--- src/rtl/shreg_ctrl.sv ---
// Byte-exchange controller for the parallel-load shift register: loads a transmit
// word, clocks it out MSB first over WIDTH cycles while shifting in ser_in, reports rx word.
module shreg_ctrl #(
  parameter int unsigned WIDTH = 8
) (
  input  logic             clk,
  input  logic             rst,
  input  logic             start,
  input  logic [WIDTH-1:0] tx_data,
  output logic             ready,
  output logic             busy,
  output logic             done,
  output logic [WIDTH-1:0] rx_data,
  input  logic             ser_in,
  output logic             ser_out,
  output logic             bit_valid,
  output logic             sh_ld,
  output logic [WIDTH-1:0] sh_d,
  output logic             sh_si,
  input  logic             sh_so,
  input  logic [WIDTH-1:0] sh_q
);

  localparam int unsigned CW = (WIDTH > 1) ? $clog2(WIDTH) : 1;
  localparam logic [CW-1:0] LAST = CW'(WIDTH - 1);

  typedef enum logic [1:0] {
    S_IDLE,
    S_LOAD,
    S_SHIFT,
    S_DONE
  } state_t;

  state_t           state_q, state_d;
  logic [CW-1:0]    cnt_q, cnt_d;
  logic [WIDTH-1:0] txr_q, txr_d;
  logic [WIDTH-1:0] rx_q, rx_d;
  logic             done_q, done_d;

  always_ff @(posedge clk or posedge rst) begin
    if (rst) begin
      state_q <= S_IDLE;
      cnt_q   <= '0;
      txr_q   <= '0;
      rx_q    <= '0;
      done_q  <= 1'b0;
    end else begin
      state_q <= state_d;
      cnt_q   <= cnt_d;
      txr_q   <= txr_d;
      rx_q    <= rx_d;
      done_q  <= done_d;
    end
  end

  always_comb begin
    state_d = state_q;
    cnt_d   = cnt_q;
    txr_d   = txr_q;
    rx_d    = rx_q;
    done_d  = 1'b0;
    unique case (state_q)
      S_IDLE: begin
        if (start) begin
          txr_d   = tx_data;
          state_d = S_LOAD;
        end
      end
      S_LOAD: begin
        cnt_d   = '0;
        state_d = S_SHIFT;
      end
      S_SHIFT: begin
        cnt_d = cnt_q + 1'b1;
        if (cnt_q == LAST) state_d = S_DONE;
      end
      S_DONE: begin
        // shreg holds the complete received word during this cycle
        rx_d    = sh_q;
        done_d  = 1'b1;
        state_d = S_IDLE;
      end
      default: state_d = S_IDLE;
    endcase
  end

  always_comb begin
    ready     = (state_q == S_IDLE);
    busy      = (state_q != S_IDLE);
    sh_ld     = (state_q == S_LOAD);
    bit_valid = (state_q == S_SHIFT);
    sh_si     = (state_q == S_SHIFT) ? ser_in : 1'b0;
    ser_out   = (state_q == S_SHIFT) ? sh_so : 1'b0;
    sh_d      = txr_q;
    done      = done_q;
    rx_data   = rx_q;
  end

endmodule
--- config.mk ---
export PLATFORM = sky130hd
export DESIGN_NAME = shreg_ctrl
export DESIGN_NICKNAME = d
export VERILOG_FILES = /design/src/rtl/shreg_ctrl.sv
export SDC_FILE = /design/constraint.sdc
export NUM_CORES = 1
export LEC_CHECK = 0
export ABC_CLOCK_PERIOD_IN_PS = 1900
export BUFFER_PORTS_ARGS = -buffer_cell sky130_fd_sc_hd__buf_2
export CAP_MARGIN = 20
export CORE_UTILIZATION = 45
export DETAILED_ROUTE_END_ITERATION = 10
export PLACE_DENSITY = 0.77
export SLEW_MARGIN = 0
export SYNTH_ARGS = -nofsm -noshare
export SYNTH_HDL_FRONTEND = slang
export SYNTH_SLANG_ARGS = --single-unit
--- constraint.sdc ---
create_clock -name clk -period 1.9 [get_ports clk]
set_input_delay 0.095 -clock clk [delete_from_list [all_inputs] [get_ports clk]]
set_output_delay 0.095 -clock clk [all_outputs]
set_load 0.05 [all_outputs]
# == Word level (Yosys, flattened, before mapping) ==
# Index checks and enable logic that the tools add are counted.
# word_totals
register_bits,22
in_bits,21
output_inout_bits,23
elab_cells,24
# op_classes
add_sub_neg,1
n_eq_ne,6
n_mux,7
reduce_logical,5
# ops
operator,n
$pmux W2 S4,1
$pmux W3 S2,1
$eq A2 B2 Y1 const B,2
$mux W2,2
$reduce_and A2 Y1,2
$reduce_bool A2 Y1,2
$add A3 B1 Y3 const B,1
$eq A3 B3 Y1 const B,1
$mux W1,3
$eq A2 B1 Y1 const B,1
$logic_not A2 Y1,1
$ne A2 B1 Y1 const B,1
$ne A2 B2 Y1 const B,1

# == Longest topological paths before layout ==
# Gate-level depths: netlist (run 1).
# logic_depth
ltp_word,3
depth_mapped,5
depth_no_buf,5

# == Least setup slack after synthesis (run 1) ==
# No wires, ideal clock.
# synth_timing
kind,register to register
from,register state_q[0]
to,register state_q[1]
setup_time_ns,0.125
t_arrival_ns,1.627
required_ns,1.775
path_slack_ns,0.148
stages_incl_launch_ff,6
n_path_buf,0
synth_period_minus_slack_ns,1.752
cell_sequence,dfrtp_1 -> inv_1 -> ha_1 -> nor2b_4 -> a21oi_2 -> mux2_4
# synth_via
elab_chain_len,3
elab_cells_between_ends,8
classes_between,5 x eq/ne; 1 x mux; 2 x reduce/logical
# synth_lines
item,line_no,source
from (decl),34,"state_t state_q, state_d;"
from (signal assigned),48,state_q <= state_d;
$logic_not A2 Y1 (*),n/a,
net ready,10,"output logic ready,"
$ne A2 B2 Y1 (no line),n/a,
$reduce_and A2 Y1 (no line),n/a,
# The timed path passes the listed nets; every way through them passes the cells marked *.
# A chain may end at the register's enable or synchronous reset.

# == Worst setup path after layout (run 1) ==
# layout_timing
from,register state_q[0]
to,output port ser_out
# layout_via
elab_chain_len,2
# layout_lines
item,line_no,source
$eq A2 B2 Y1,93,ser_out = (state_q == S_SHIFT) ? sh_so : 1'b0;
$mux W1,93,
to (decl),15,"output logic ser_out,"
# No other way between the ends.

==> results.yml, run 1 <==
floorplan:
  start_util_pct: 47.9
  row_count: 16
  dieArea_um2: 2300
  die_h_um: 47.9
  core_um2: 1980
  die_width_um: 47.9
  pin_count: 44
setup_path:
  r2r-start: "state_q[0]"
  path_class: "flop to output pin"
  path_cells: "inv_1 > ha_1 > and2_1 > buf_2"
  cpLargestDelayFamily: "flip-flops"
  worstPathArrival_ns: 1.60
  end_kind: "output pin"
  crit_required_ns: 1.80
  rrSetupSlack_ns: 0.41
  cpPeakStageDelay_ns: 0.43
  reg2reg_depth: 5
  worstPathMaxFanout: 8
  r2r-end: "state_q[1]"
  cpMaxStageDelayCell: "dfrtp_1"
  cp_num_buf_inv: 2
  worst_setup_path_start_kind: "flop"
placed_design:
  portBuffers: 43
  postPlaceCellArea_um2: 1190
  dpl.hpwl_um: 1300
  gp_congestion: 0.620
cts:
  cts_buffer_depth: 2
  clk_pin_slew_ns: 0.11
  root_buffer: "clkbuf_4"
  clock_latency_ns: 0.29
  post_cts_buffers: 0
  cts.sinks: 22
  numCtsBuffers: 3
  cts_tree: "done"
  cts_max_level: 1
route:
  wl_per_cell_um: 11.5
  ant_nets: 0
  viasPerCell: 4.75
  wl_um: 1610
  drt_pass1_iterations: 3
  vias: 665
  first_iter_violations: 6
  post-route-drc-count: 0
synth:
  ys_types: 13
  post_synth.cell_area_avg_um2: 14.2
  syn_area_um2: 950
  synth_nets: 95
  syn_inst: 67
  ys.warnings.count: 0
  ys_ff_latch: 22
  synth_seq_area_share_pct: 58.0
global_routing:
  gr-total-overflow: 0
  grt_max_degree: 23
  antenna_found_initial: 0
  grt_pass1_wl_um: 2520
  grt_use_total_pct: 15.9
  grt_pass1_vias: 600
finish:
  diodes: 0
  regArea_um2: 551
  multi_input_area_um2: 364
  fillers: 170
  nets: 143
  drive_above_1_share_pct: 58.4
  stdcell_area_um2: 1230
  area_growth_pct: 29.1
  utilization_pct: 61.9
sta:
  period_share_pct: 89.2
  slew_headroom_pct: 48.7
  rsz0062_at_grt: "no"
  tightest_slew_ns: 0.768
  hold_viol: 0
  fin_crit_ns: 1.69
  max_freq_mhz: 590
  maxSlewViolCount: 0
  setup-violations-final: 0
  skew_ns: 0.00427
  fin_tns_setup_ns: 0
min_path:
  holdPathEnd: "sh_d[6]"
  hold_depth: 2
  min-delay-path-class: "input port to flop"
  hp-start: "tx_data[6]"
outcome:
  status: "complete, no violations"
job:
  cap_violations: 0
-- Yosys cell counts --
cell type	count	area share, %
o32a_1	1	1.1
buf_2	1	0.53
a21oi_2	1	0.92
and2_1	2	1.3
ha_1	7	9.2
nand3_1	3	1.6
nand2_2	1	0.66
mux2_2	16	19
inv_1	8	3.2
mux2_4	1	1.6
o21ai_0	3	1.6
dfrtp_1	22	58
nor2b_4	1	1.4
-- how the worst max path moves through the flow --
stage,start,end,slack [ns],depth (start not counted)
floorplan,state_q[0],state_q[1],0.15,5
global placement,state_q[0],state_q[1],0.52,5
detailed placement,state_q[0],state_q[1],0.43,5
CTS,state_q[0],ser_out,0.19,4
global route,state_q[0],sh_si,0.06,4
finish,state_q[0],ser_out,0.21,4
-- cell families after synthesis --
family	Yosys count	share of synthesized area, %
DFF	22	58.0
and+or+nand+nor	7	5.01
adders and majority gates	7	9.22
AOI/OAI and AO/OA	5	3.56
muxes	17	20.6
buffers and inverters	9	3.69
-- cell usage in the layout (no fill, tap or decap) --
cell and instances:
buf_2 43, dfrtp_1 22, mux2_2 16, inv_1 8
ha_1 7, nand3_1 3, o21ai_0 3, clkbuf_4 3
and2_1 2, nand2_2 1, nor2b_4 1, a21oi_2 1
mux2_4 1, o32a_1 1, dlygate4sd3_1 1
-- worst reg2reg max path, stage by stage, from the launching register on --
cell	delay, ns
dfrtp_1	0.41
inv_1	0.10
ha_1	0.25
nor2b_4	0.15
a21oi_2	0.15
mux2_4	0.31
-- stage by stage --
| stage | std cells | setup slack, ns | hold WS (ns) |
|---|---|---|---|
| 3_5_place_dp | 136 | 0.431 | 0.277 |
| 5_1_grt | 140 | 0.0631 | 0.0132 |
| 3_3_place_gp | 136 | 0.516 | 0.281 |
| 4_1_cts | 140 | 0.193 | 0.0241 |
| 6_report | 140 | 0.206 | 0.0269 |
| 2_1_floorplan | 67 | 0.148 | 0.0842 |
-- timing repair --
action	CTS	global route
gates resized for setup	0	0
hold buffers	1	0
endpoints found under the setup margin	0	0
hold endpoints to repair	22	0
-- state kept, by name (all words and copies together), names as in the netlist --
register / flops
state_q: 2
rx_data: 8
sh_d: 8
cnt_q: 3
done: 1
-- layout make-up --
type	instances	share of cell area (%)
Timing Repair Buffer	44	18.4
Tap cell	27	2.76
Inverter	8	2.45
Clock buffer	3	1.84
Multi-Input combinational cell	36	29.7
Sequential cell	22	44.9
-- routing by layer --
layer | track usage [%] | routed length, um
met3 | 5.66 | 94
met1 | 17.8 | 663
met2 | 29.7 | 845
met4 | 1.67 | 8
met5 | 0 | 0
Power of run 1 is left out: the tool's default activity adds up to more than one toggle a clock period on the data nets, which glitch-free logic cannot reach.
==> run 2, diff against run 1 <==
==> constraint.sdc (replaced) <==
create_clock -name clk -period 1.9 [get_ports clk]
set_input_delay 0.38 -clock clk [delete_from_list [all_inputs] [get_ports clk]]
set_output_delay 0.38 -clock clk [all_outputs]
set_load 0.05 [all_outputs]
==> results.yml, run 2 (synthesis gave the netlist of run 1 again) <==
cts:
  root_buffer: "clkbuf_4"
  postCtsHoldBufs: 0
  cts_tree: "done"
  post_cts_resized: 2
  cts.sinks: 22
  cts_buffer_depth: 2
  clock_latency_ns: 0.29
  post_cts_buffers: 0
  clk_pin_slew_ns: 0.11
  cts_max_level: 1
  numCtsBuffers: 3
placed_design:
  gp_congestion: 0.659
  portBuffers: 43
  postPlaceCellArea_um2: 1200
  dpl.hpwl_um: 1160
global_routing:
  antenna_found_initial: 0
  gr-total-overflow: 0
  grt_max_degree: 23
  grt_pass1_wl_um: 2190
  grt_pass1_vias: 533
  grt_use_total_pct: 14.1
route:
  ant_nets: 0
  viasPerCell: 4.65
  wl_um: 1580
  first_iter_violations: 4
  vias: 646
  post-route-drc-count: 0
  wl_per_cell_um: 11.3
  drt_pass1_iterations: 2
finish:
  drive_above_1_share_pct: 60.7
  utilization_pct: 62.5
  nets: 142
  stdcell_area_um2: 1240
  final_cell_mix: "buf_2 (39), dfrtp_1 (22), mux2_2 (16)"
  diodes: 0
  final_common_cell: "buf_2"
  area_growth_pct: 30.4
setup_path:
  crit_required_ns: 1.52
  worstPathMaxFanout: 4
  worst_setup_path_start_kind: "flop"
  cpMaxStageDelayCell: "dfrtp_1"
  path_cells: "inv_1 > ha_1 > inv_1 > clkbuf_4"
  end_kind: "output pin"
  reg2reg_depth: 5
  path_class: "flop to output pin"
  worstPathArrival_ns: 1.37
  cp_common_cell: "inv_1"
  cpPeakStageDelay_ns: 0.45
job:
  cap_violations: 0
sta:
  maxSlewViolCount: 0
  fin_tns_setup_ns: 0
  max_freq_mhz: 571
  period_share_pct: 92.1
  rsz0062_at_grt: "no"
  fin_crit_ns: 1.75
  slew_headroom_pct: 45.9
  hold_viol: 0
  timing.hold.ws_ns: 0.220
  skew_ns: 0.00103
  setup-violations-final: 0
  tightest_slew_ns: 0.810
floorplan:
  die_h_um: 47.9
  row_count: 16
  dieArea_um2: 2300
  core_um2: 1980
  start_util_pct: 47.9
  pin_count: 44
  die_width_um: 47.9
min_path:
  min-delay-path-class: "input port to async pin"
outcome:
  status: "complete, no violations"
-- run 2: cell count changes in the layout (fill, tap and decap cells not counted) --
cell	change
buf_2	-4
buf_4	+2
clkbuf_4	+2
dlygate4sd3_1	-1
ha_1	-1
ha_4	+1
inv_1	-1
inv_2	+1
-- run 2: metrics by stage --
| stage | cells | setup slack (ns) |
|---|---|---|
| CTS | 139 | 0.0352 |
| floorplan | 67 | 0.132 |
| global route | 139 | 0.0247 |
| global placement | 136 | 0.385 |
| detailed placement | 136 | 0.350 |
| finish | 139 | 0.150 |
-- run 2: worst max-delay path: cells and delay by family, from the launching register on --
| kind | cells | cell delay (ns) |
|---|---|---|
| adders and majority gates | 1 | 0.24 |
| buffers and inverters | 3 | 0.39 |
| DFF | 1 | 0.45 |
-- run 2: layout make-up --
type | count | area (um2)
fillers | 167 | 743
multi-input cells | 36 | 377
well taps | 27 | 33.8
inverters | 8 | 30.0
repair buffers | 43 | 225
clock buffers | 3 | 22.5
flip-flops and latches | 22 | 551
-- run 2: path summary, 6_finish.rpt --
kind | startpoint | slack (ns) | endpoint
min in group clk | sh_q[4] | 0.31 | rx_data[4]
worst max-delay path | state_q[1] | 0.15 | busy
max in group asynchronous | rst | 1.18 | cnt_q[0]
worst min-delay path | rst | 0.22 | sh_d[5]
worst min register to register | rx_data[2] | 0.51 | rx_data[2]
worst max register to register | state_q[1] | 0.40 | state_q[1]
-- run 2: per-layer routing --
metal | vias to the layer above | routed length, um | global-route usage, %
met5 | - | 0 | 0
met4 | 0 | 20 | 6.67
li1 | 317 | - | -
met1 | 299 | 714 | 17.4
met2 | 26 | 752 | 23.2
met3 | 4 | 88 | 3.40
Power of run 2 is left out for the same reason.
==> run 3, diff against run 2 <==
Settings changed: PLACE_DENSITY 0.77 to 0.84.
==> results.yml, run 3 (synthesis gave the netlist of run 1 again) <==
floorplan:
  row_count: 16
  start_util_pct: 47.9
  dieArea_um2: 2300
  die_width_um: 47.9
  die_h_um: 47.9
  pin_count: 44
  core_um2: 1980
finish:
  area_growth_pct: 32.8
  diodes: 0
  final_cell_mix: "buf_2 (39), dfrtp_1 (21), mux2_2 (16)"
  nets: 143
  regArea_um2: 552
  drive_above_1_share_pct: 62.3
  final_common_cell: "buf_2"
  fillers: 156
  multi_input_area_um2: 377
placed_design:
  portBuffers: 43
  dpl.hpwl_um: 1250
  gp_congestion: 0.692
route:
  ant_nets: 0
  drt_pass1_iterations: 4
  post-route-drc-count: 0
  wl_um: 1660
  first_iter_violations: 9
  viasPerCell: 4.71
  vias: 664
  wl_per_cell_um: 11.8
global_routing:
  gr-total-overflow: 0
  antenna_found_initial: 0
  grt_use_total_pct: 15.1
  grt_pass1_wl_um: 2350
  grt_max_degree: 23
  grt_pass1_vias: 529
cts:
  numCtsBuffers: 3
  clk_pin_slew_ns: 0.12
  cts_buffer_depth: 2
  cts_max_level: 1
  root_buffer: "clkbuf_4"
  cts_tree: "done"
  postCtsHoldBufs: 0
  clock_latency_ns: 0.30
  cts.sinks: 22
sta:
  period_share_pct: 92.5
  fin_tns_setup_ns: 0
  maxSlewViolCount: 0
  slew_headroom_pct: 75.2
  fin_crit_ns: 1.76
  tightest_slew_ns: 0.372
  hold_viol: 0
  skew_ns: 0.00211
  setup-violations-final: 0
  max_freq_mhz: 569
  rsz0062_at_grt: "no"
setup_path:
  worst_setup_path_start_kind: "flop"
  path_class: "flop to output pin"
  r2r-end: "state_q[1]"
  r2r-start: "state_q[0]"
  reg2reg_depth: 5
  worstPathArrival_ns: 1.38
  end_kind: "output pin"
  rrSetupSlack_ns: 0.42
  crit_required_ns: 1.52
  worstPathMaxFanout: 8
outcome:
  status: "complete, no violations"
job:
  cap_violations: 0
min_path:
  min-delay-path-class: "input port to async pin"
## run 3: cell count changes in the layout (fill, tap and decap cells not counted)
cell,change
buf_4,+1
clkbuf_8,+1
dfrtp_1,-1
dfrtp_2,+1
## run 3: timing repair
action,in CTS,in global routing
cloned,0,0
buffers inserted,0,0
setup endpoints to repair,2,3
gates resized for setup,2,5
pin swaps,0,0
## run 3: stage by stage
step | hold slack, ns | worst slack [ns] | cells | instance area (um2) | util, %
5_1_grt | 0.110 | 0.0354 | 141 | 1260 | 63.6
6_report | 0.0809 | 0.143 | 141 | 1260 | 63.6
4_1_cts | 0.0835 | 0.0337 | 141 | 1240 | 62.8
3_5_place_dp | 0.426 | 0.340 | 137 | 1200 | 60.7
3_3_place_gp | 0.423 | 0.389 | 137 | 1200 | 60.7
2_1_floorplan | 0.369 | 0.132 | 67 | 952 | -
## run 3: how the worst max path moves through the flow
| stage | start | end | slack (ns) | cells after the start |
|---|---|---|---|---|
| after floorplan | state_q[0] | busy | 0.13 | 3 |
| after global placement | state_q[0] | sh_si | 0.39 | 4 |
| after detailed placement | state_q[0] | ser_out | 0.34 | 4 |
| after CTS | state_q[0] | sh_si | 0.03 | 4 |
| after global routing | state_q[1] | busy | 0.04 | 4 |
| final | state_q[0] | ser_out | 0.14 | 4 |
## run 3: area by class of cell
cell class                 instances  share of cell area, %
tap                               27                   2.68
inverter                           8                   2.38
sequential                        22                   43.7
multi-input combinational         36                   29.9
clock buffer                       4                   2.88
timing repair buffer              44                   18.5
## run 3: worst max-delay path, cell delays in order (launching register included)
cell     delay, ns
dfrtp_1       0.45
inv_2         0.12
ha_4          0.19
and2_1        0.13
buf_4         0.19
## run 3: routing by layer
metal / up-vias / GRT usage [%] / share of wire [%]
li1: 321 / - / -
met1: 313 / 20.5 / 47
met2: 28 / 21.6 / 47
met3: 2 / 5.66 / 5.1
met4: 0 / 6.67 / 0.48
met5: - / 0 / 0
Power of run 3 is left out for the same reason.
